File: config.mk
export PLATFORM = sky130hd
export DESIGN_NAME = div_ctrl
export DESIGN_NICKNAME = d
export VERILOG_FILES = /design/src/rtl/div_pkg.sv /design/src/rtl/div_step.sv /design/src/rtl/div_ctrl.sv
export SDC_FILE = /design/constraint.sdc
export NUM_CORES = 1
export LEC_CHECK = 0
export CAP_MARGIN = 20
export CORE_MARGIN = 2
export CORE_UTILIZATION = 45
export CTS_CLUSTER_SIZE = 40
export DETAILED_ROUTE_END_ITERATION = 7
export GPL_ROUTABILITY_DRIVEN = 0
export HOLD_SLACK_MARGIN = 0.15
export PLACE_DENSITY = 0.66
export SYNTH_ARGS = -nofsm -noshare
export SYNTH_HDL_FRONTEND = slang
export SYNTH_SLANG_ARGS = --single-unit
File: constraint.sdc
create_clock -name clk -period 5.9 [get_ports clk]
set_input_delay 0.885 -clock clk [delete_from_list [all_inputs] [get_ports clk]]
set_output_delay 0.885 -clock clk [all_outputs]
set_load 0.05 [all_outputs]
File: src/rtl/div_pkg.sv
// div_pkg: shared constants, result field offsets and state encoding for the multi-cycle divider
package div_pkg;
    localparam int DIV_WIDTH = 32;
    localparam int DIV_CNT_W = 6;
    localparam int LO_LSB    = 0;
    localparam int HI_LSB    = DIV_WIDTH;
    typedef enum logic [1:0] {
        DIV_IDLE = 2'b00,
        DIV_ZERO = 2'b01,
        DIV_ON   = 2'b10,
        DIV_END  = 2'b11
    } divState_t;
endpackage

File: src/rtl/div_step.sv
// div_step: one combinational restoring-division iteration
//   rem, quo  in   partial remainder / dividend-quotient shift pair
//   divisor   in   divisor magnitude
//   remNext   out  remainder after shift and conditional subtract
//   quoNext   out  quotient shifted left with the new bit in the LSB
module div_step import div_pkg::*; #(
    parameter int WIDTH = DIV_WIDTH
) (
    input  logic [WIDTH-1:0] rem,
    input  logic [WIDTH-1:0] quo,
    input  logic [WIDTH-1:0] divisor,
    output logic [WIDTH-1:0] remNext,
    output logic [WIDTH-1:0] quoNext
);
    logic [WIDTH:0]   shifted;
    logic [WIDTH-1:0] diff;
    logic             borrow;
    always_comb begin
        shifted = {rem, quo[WIDTH-1]};
        borrow  = shifted < {1'b0, divisor};
        // Without a borrow the true difference is below the divisor, so the low bits suffice
        diff    = shifted[WIDTH-1:0] - divisor;
        remNext = borrow ? shifted[WIDTH-1:0] : diff;
        quoNext = {quo[WIDTH-2:0], ~borrow};
    end
endmodule

File: src/rtl/div_ctrl.sv
// div_ctrl: sequencing FSM for a multi-cycle signed/unsigned restoring divider
//   clk, rst            clock, synchronous active-high reset
//   start, signed_div   divide request and DIV/DIVU select, sampled on accept
//   annul               cancel any operation in flight
//   opdata1, opdata2    dividend and divisor, sampled on accept
//   result              {remainder, quotient}, updated on entry to END
//   ready               one-cycle completion strobe
module div_ctrl import div_pkg::*; #(
    parameter int WIDTH = DIV_WIDTH,
    parameter int CNT_W = DIV_CNT_W
) (
    input  logic               clk,
    input  logic               rst,
    input  logic               start,
    input  logic               signed_div,
    input  logic               annul,
    input  logic [WIDTH-1:0]   opdata1,
    input  logic [WIDTH-1:0]   opdata2,
    output logic [2*WIDTH-1:0] result,
    output logic               ready
);
    divState_t        state, stateNext;
    logic [CNT_W-1:0] cnt;
    logic [WIDTH-1:0] rem, quo, divisor, remStep, quoStep, mag1, mag2, remFix, quoFix;
    logic             negQuo, negRem, accept, lastStep;

    div_step #(.WIDTH(WIDTH)) step (
        .rem     (rem),
        .quo     (quo),
        .divisor (divisor),
        .remNext (remStep),
        .quoNext (quoStep)
    );

    assign mag1     = (signed_div && opdata1[WIDTH-1]) ? -opdata1 : opdata1;
    assign mag2     = (signed_div && opdata2[WIDTH-1]) ? -opdata2 : opdata2;
    assign accept   = state == DIV_IDLE && start && !annul;
    assign lastStep = cnt == CNT_W'(WIDTH - 1);
    assign remFix   = negRem ? -remStep : remStep;
    assign quoFix   = negQuo ? -quoStep : quoStep;

    always_comb begin
        stateNext = state;
        ready     = state == DIV_END && !annul;
        if (annul)
            stateNext = DIV_IDLE;
        else
            case (state)
                DIV_IDLE: stateNext = start ? (opdata2 == '0 ? DIV_ZERO : DIV_ON) : DIV_IDLE;
                DIV_ZERO: stateNext = DIV_END;
                DIV_ON:   stateNext = lastStep ? DIV_END : DIV_ON;
                default:  stateNext = DIV_IDLE;
            endcase
    end

    always_ff @(posedge clk) begin
        if (rst) begin
            state   <= DIV_IDLE;
            cnt     <= '0;
            rem     <= '0;
            quo     <= '0;
            divisor <= '0;
            negQuo  <= 1'b0;
            negRem  <= 1'b0;
            result  <= '0;
        end else begin
            state <= stateNext;
            if (accept) begin
                cnt     <= '0;
                rem     <= '0;
                quo     <= mag1;
                divisor <= mag2;
                negQuo  <= signed_div & (opdata1[WIDTH-1] ^ opdata2[WIDTH-1]);
                negRem  <= signed_div & opdata1[WIDTH-1];
            end else if (state == DIV_ON) begin
                cnt <= cnt + CNT_W'(1);
                rem <= remStep;
                quo <= quoStep;
            end
            if (!annul && state == DIV_ON && lastStep)
                result <= {remFix, quoFix};
            else if (!annul && state == DIV_ZERO)
                result <= '0;
        end
    end
endmodule

==> impl_metrics.yaml, run 1 <==
run_status:
  run_status: "finished clean"
min_path:
  holdPathEnd: "result[57]$_SDFFE_PP0P_"
  whs_path_depth: 2
  hp-start: "result[57]$_SDFFE_PP0P_"
  min_path_type: "reg2reg"
yosys:
  synth_xor_area_share_pct: 10.2
  synthArstFlopShare_pct: 0
  synthFlopType: "dfxtp_1"
  synth_area_leaders: "dfxtp_1, nor2_1, xnor2_1"
  synth_compound_area_share_pct: 25.1
  yosysUniqueCellTypes: 74
  synth_edf_count: 0
  yosys.area_share.simple_pct: 19.8
  synth_area_um2: 11500
  syn-num-nets: 1575
  yosys_warnings: 0
  ys_ff_latch: 170
  synth_top_family_by_area: "compound AO/OA/AOI/OAI gates"
  yosysSeqAreaShare_pct: 29.7
  synthAdderAreaFrac_pct: 4.76
  syn_inst: 1463
  synth_top_cell_area_share_pct: 29.7
  yosysTopAreaCell: "dfxtp_1"
  muxShareOfSynthArea_pct: 5.12
  postSynthAreaPerCell_um2: 7.83
sta:
  maxSlewViolCount: 0
  setup_viol: 0
  hold_violations: 0
  rsz0062_at_grt: "false"
  fin_ws_ps: 812
  finClkSkew_ps: 12.7
  min_period_ps: 5090
  fmax_mhz: 197
  post-route-period-util_pct: 86.2
  timing.setup.tns_ps: 0
  slew_headroom_pct: 25.6
  tightest_slew_ps: 1120
final_layout:
  fill_cells: 2451
  drive_gt1_share_pct: 5.21
  antenna_cells: 0
  syn_to_final_growth_pct: 18.6
  fin_nets: 1654
clock_tree:
  cts_hold_buf: 0
  cts_buffer_depth: 2
  cts.sinks: 170
  cts_resized: 0
  cts_made_buffers: 17
  clk_pin_slew_ps: 70
  cts_tree: "yes"
  post-cts-setup-buffers: 0
  htree_levels: 4
  clk_latency_ps: 440
  cts-root-buf: "clkbuf_16"
worst_setup_path:
  crit_start: "rem[23]$_SDFFE_PP0P_"
  r2r_cells: 18
  path_cells: "ha_1, a21oi_2, o21a_1, nor2_1, or4_4, a2111oi_4, buf_4, nand2_4, o21ai_0, ha_1, nand2_1, nor4_1, nand2b_1, nor4_1, o211ai_1, o41ai_2, xnor2_1, o21ai_1"
  worst_setup_path_start_kind: "register"
  r2r-start: "rem[23]$_SDFFE_PP0P_"
  required_ps: 6190
  cp.arrival_ps: 5370
  rrSetupSlack_ps: 810
  slowest_stage: "or4_4"
  end_kind: "register"
  critPathMaxStageDelay_ps: 510
  reg2reg_to: "result[60]$_SDFFE_PP0P_"
  cp_max_fo: 19
  critPathKind: "reg2reg"
routing:
  drt-initial-drc-count: 916
  drc: 0
  routed_via_density: 5.83
  drtAntennaViolNets: 0
  vias: 10981
  dr.pass1.iters: 6
  wire_per_inst_um: 18.0
  drt-total-wl_mm: 33.9
place:
  dp_slack_ps: 939
  port_buffers: 133
  hpwl_mm: 25.4
job:
  drv_cap: 0
die:
  die_h_um: 164
  start_util_pct: 45.6
  coreArea_um2: 25100
  dieArea_um2: 26800
  fp-row-count: 58
  ioPinCount: 134
  die_w_um: 164
power:
  peakVddDrop_mv: 0.191
  power.density_nw_per_um2: 271
  p_leak_uw: 0.00493
global_routing:
  grt_max_degree: 71
  grt_overflow_total: 0
  grt_first_pass_wirelength_mm: 54.2
  grt_use_total_pct: 25.5
  antenna_found_initial: 0
  grt_pass1_vias: 10309
cell usage after synthesis, types with 5 or more instances:
master    number
and2_1         9
nand3_1       25
and3_1         6
dfxtp_1      170
nor3_1        21
o21ai_1       11
or4_1         10
nor2b_1       14
o41ai_1       12
a21oi_1       76
a22oi_1       30
o21a_1         5
nand2_1      104
xor2_1        53
a21o_1        15
o31a_1         5
a311oi_1       9
a211oi_1      92
nor2_1       219
xnor2_1       81
o21ai_0       80
a22o_1         6
or3_1         14
ha_1          42
clkbuf_1      63
a31oi_1        8
nor4_1        17
nand4_1       12
inv_1         59
o41ai_2        5
buf_2          8
o211ai_1       6
nand2b_1      10
or2_2          9
buf_1         13
mux2i_1       55
o31ai_1       25
through the flow:
stage / power [µW] / utilization, % / instances / hold slack [ps] / instance area [µm²]
final: 3690 / 54.1 / 1885 / 443 / 13600
after global routing: 3880 / 54.1 / 1885 / 467 / 13600
after CTS: 3680 / 54.1 / 1884 / 449 / 13600
after detailed placement: 2510 / 51.7 / 1852 / 439 / 13000
after global placement: 2510 / 51.7 / 1852 / 435 / 13000
after floorplan: 2180 / - / 1463 / 440 / 11500
state kept, by name (all words and copies together), names as in the netlist:
| name | cells |
|---|---|
| divisor | 32 |
| negRem | 1 |
| state | 2 |
| cnt | 6 |
| result | 64 |
| rem | 32 |
| quo | 32 |
| negQuo | 1 |
how the worst max path moves through the flow:
stage,slack [ps],end,depth (start not counted)
after CTS,910,result[60]$_SDFFE_PP0P_,19
after detailed placement,940,result[60]$_SDFFE_PP0P_,19
after floorplan,1260,result[60]$_SDFFE_PP0P_,23
after global placement,1110,result[60]$_SDFFE_PP0P_,18
final,810,result[60]$_SDFFE_PP0P_,18
after global routing,380,result[60]$_SDFFE_PP0P_,19
power breakdown:
group          total, µW  internal [µW]  switching (µW)
Combinational       1270            480             786
Clock               1170            642             530
Sequential          1250           1190            55.0
Total               3690           2310            1370
layer usage:
metal / share of wire, % / vias up / GRT usage [%]
met2: 46 / 296 / 41.7
met1: 47 / 5178 / 34.1
met4: 2.7 / 0 / 8.01
met5: 0 / - / 0
met3: 4.6 / 65 / 4.44
li1: - / 5442 / -
cell usage in the layout, fill, tap and decap left out, types with 13 or more instances in the layout:
cell type	Yosys	layout
nor2_1	219	218
dfxtp_1	170	170
clkdlybuf4s50_1	0	132
nand2_1	104	104
a211oi_1	92	92
xnor2_1	81	81
o21ai_0	80	80
a21oi_1	76	76
inv_1	59	59
mux2i_1	55	55
xor2_1	53	53
ha_1	42	41
a22oi_1	30	30
nand3_1	25	25
o31ai_1	25	25
nor3_1	21	21
clkbuf_16	0	17
nor4_1	17	16
buf_4	2	16
a21o_1	15	15
or3_1	14	14
nor2b_1	14	13
worst max-delay path: cells and delay by family (launching register included):
kind,cells,cell delay [ps]
AO/OA/AOI/OAI,7,1870
XOR/XNOR,1,150
adder cells (fa/ha/maj),2,740
buffers and inverters,1,260
flip-flops,1,350
AND/OR/NAND/NOR,7,1550
layout make-up:
cell class / instances / area, µm² / share of cell area (%)
Clock inverter: 15 / 175 / 1.29
Clock buffer: 17 / 425 / 3.13
Inverter: 60 / 228 / 1.68
Sequential cell: 170 / 3400 / 25.0
Timing Repair Buffer: 149 / 1460 / 10.7
Tap cell: 330 / 413 / 3.04
Multi-Input combinational cell: 1144 / 7490 / 55.1
cells by family after synthesis:
kind of cell	Yosys count
buffers and inverters	149
adders and majority gates	43
DFF	170
and+or+nand+nor	490
xor gates and xnor gates	134
muxes	58
AOI/OAI and AO/OA	419
(Power assumes the default switching activity.)
==> run 2, diff against run 1 <==
--- a/config.mk
+++ b/config.mk
@@ -5,14 +5,16 @@
 export SDC_FILE = /design/constraint.sdc
 export NUM_CORES = 1
 export LEC_CHECK = 0
-export CAP_MARGIN = 20
+export CAP_MARGIN = 40
+export CELL_PAD_IN_SITES_DETAIL_PLACEMENT = 0
+export CELL_PAD_IN_SITES_GLOBAL_PLACEMENT = 1
 export CORE_MARGIN = 2
-export CORE_UTILIZATION = 45
+export CORE_UTILIZATION = 42
 export CTS_CLUSTER_SIZE = 40
 export DETAILED_ROUTE_END_ITERATION = 7
 export GPL_ROUTABILITY_DRIVEN = 0
 export HOLD_SLACK_MARGIN = 0.15
-export PLACE_DENSITY = 0.66
+export PLACE_DENSITY_LB_ADDON = 0.1
 export SYNTH_ARGS = -nofsm -noshare
 export SYNTH_HDL_FRONTEND = slang
 export SYNTH_SLANG_ARGS = --single-unit
==> run 2 against run 1 <==
  * Sequential share of layout area decreased by 0.12 points
  * Setup slack improved by 170 ps
  * Critical path depth unchanged
  * Maximum frequency increased by 3.6%
  * Clock skew about the same
  * Worst hold slack improved by 10 ps
  * Sequential cell count unchanged
  * Global-route usage decreased by 0.16 points
  * Register-to-register slack improved by 170 ps
  * Sequential power about the same
  * Total power about the same
  * Combinational power increased by 4%
==> impl_metrics.yaml, run 2 (same netlist as run 1, synthesis figures left out) <==
place:
  port_buffers: 133
  placed_area_um2: 13100
  dp_slack_ps: 1040
  hpwl_mm: 27.8
clock_tree:
  cts_buffer_depth: 2
  cts_made_buffers: 17
  clk_pin_slew_ps: 80
  post-cts-setup-buffers: 0
  clk_latency_ps: 430
  htree_levels: 4
  cts.sinks: 170
  cts-root-buf: "clkbuf_16"
  cts_resized: 0
  cts_tree: "yes"
  cts_hold_buf: 0
sta:
  setup_viol: 0
  fin_ws_ps: 987
  post-route-period-util_pct: 83.3
  min_period_ps: 4910
  rsz0062_at_grt: "false"
  maxSlewViolCount: 0
  slew_headroom_pct: 39.1
  hold_violations: 0
  fmax_mhz: 204
  tightest_slew_ps: 913
  finClkSkew_ps: 13.1
  timing.setup.tns_ps: 0
final_layout:
  antenna_cells: 0
  final_cell_area_um2: 13700
  drive_gt1_share_pct: 5.63
  largest_register: "result"
  largest_reg_flops: 64
  syn_to_final_growth_pct: 19.2
  fill_cells: 2654
  fin_nets: 1661
  layout_commonest_cell: "nor2_1"
  final_cell_mix: "nor2_1, dfxtp_1, clkdlybuf4s50_1, nand2_1, a211oi_1"
die:
  fp-row-count: 60
  ioPinCount: 134
  die_w_um: 169
  coreArea_um2: 26900
  start_util_pct: 42.6
  dieArea_um2: 28600
  die_h_um: 169
routing:
  drt-total-wl_mm: 36.2
  dr.pass1.iters: 5
  drc: 0
  routed_via_density: 5.74
  vias: 10923
  drt-initial-drc-count: 884
  drtAntennaViolNets: 0
  wire_per_inst_um: 19.0
global_routing:
  antenna_found_initial: 1
  grt_first_pass_wirelength_mm: 57.1
  grt_max_degree: 72
  grt_pass1_vias: 10085
  grt_use_total_pct: 25.3
  grt_overflow_total: 0
worst_setup_path:
  critPathKind: "reg2reg"
  end_kind: "register"
  path_cells: "inv_1, ha_1, a21oi_2, o21a_1, nor2_1, or4_4, a2111oi_4, nand2_4, o21ai_0, ha_1, nand2_1, nor4_1, nand2b_1, nor4_1, o211ai_1, o41ai_2, xnor2_1, o21ai_1"
  crit_buf_inv: 1
  cp.arrival_ps: 5210
  crit_family: "compound AO/OA/AOI/OAI gates"
  required_ps: 6200
  critPathMaxStageDelay_ps: 520
  slowest_stage: "or4_4"
  cp_max_fo: 15
  worst_setup_path_start_kind: "register"
run_status:
  run_status: "finished clean"
min_path:
  min_path_type: "reg2reg"
power:
  peakVddDrop_mv: 0.216
  p_total_uw: 3690
  power.density_nw_per_um2: 270
  p_leak_uw: 0.00495
job:
  drv_cap: 0
run 2: cell type report:
type	count	area [µm²]	area share, %
multi-input combinational	1144	7490	54.8
tap	341	427	3.12
clock inverter	15	156	1.15
clock buffer	17	425	3.12
timing repair buffer	156	1530	11.2
inverter	60	228	1.67
sequential	170	3400	24.9
run 2: layer usage:
layer | part of all wire (%) | track usage [%] | vias to the layer above | wire length [µm]
met5 | 0 | 0 | - | 0
met4 | 1.6 | 5.76 | 0 | 583
met3 | 4.8 | 3.99 | 33 | 1740
met2 | 42 | 38.0 | 272 | 15300
met1 | 51 | 38.0 | 5157 | 18500
li1 | - | - | 5461 | -
run 2: worst paths after layout:
path,start,slack [ps],to,cells after the start
max,divisor[24]$_SDFFE_PP0P_,990,result[60]$_SDFFE_PP0P_,18
min,result[61]$_SDFFE_PP0P_,450,result[61]$_SDFFE_PP0P_,2
max reg2reg,divisor[24]$_SDFFE_PP0P_,990,result[60]$_SDFFE_PP0P_,18
min reg2reg,result[61]$_SDFFE_PP0P_,450,result[61]$_SDFFE_PP0P_,2
run 2: worst reg2reg max path, stage by stage, from the launching register on:
cell,delay (ps)
dfxtp_1,340
inv_1,50
ha_1,410
a21oi_2,220
o21a_1,190
nor2_1,60
or4_4,520
a2111oi_4,430
nand2_4,230
o21ai_0,330
ha_1,280
nand2_1,70
nor4_1,310
nand2b_1,190
nor4_1,200
o211ai_1,280
o41ai_2,430
xnor2_1,150
o21ai_1,60
run 2: through the flow:
| step | utilization [%] | instances | hold slack, ps |
|---|---|---|---|
| finish | 50.8 | 1903 | 453 |
| global route | 50.8 | 1903 | 465 |
| CTS | 50.8 | 1903 | 456 |
| detailed placement | 48.6 | 1871 | 445 |
| global placement | 48.5 | 1868 | 437 |
| floorplan | - | 1463 | 440 |
run 2: where the power goes:
| group | internal, µW | switching, µW | leakage, µW |
|---|---|---|---|
| Combinational | 495 | 824 | 0.00329 |
| Clock | 565 | 554 | 0.000279 |
| Sequential | 1190 | 56.8 | 0.00138 |
| Total | 2250 | 1440 | 0.00495 |
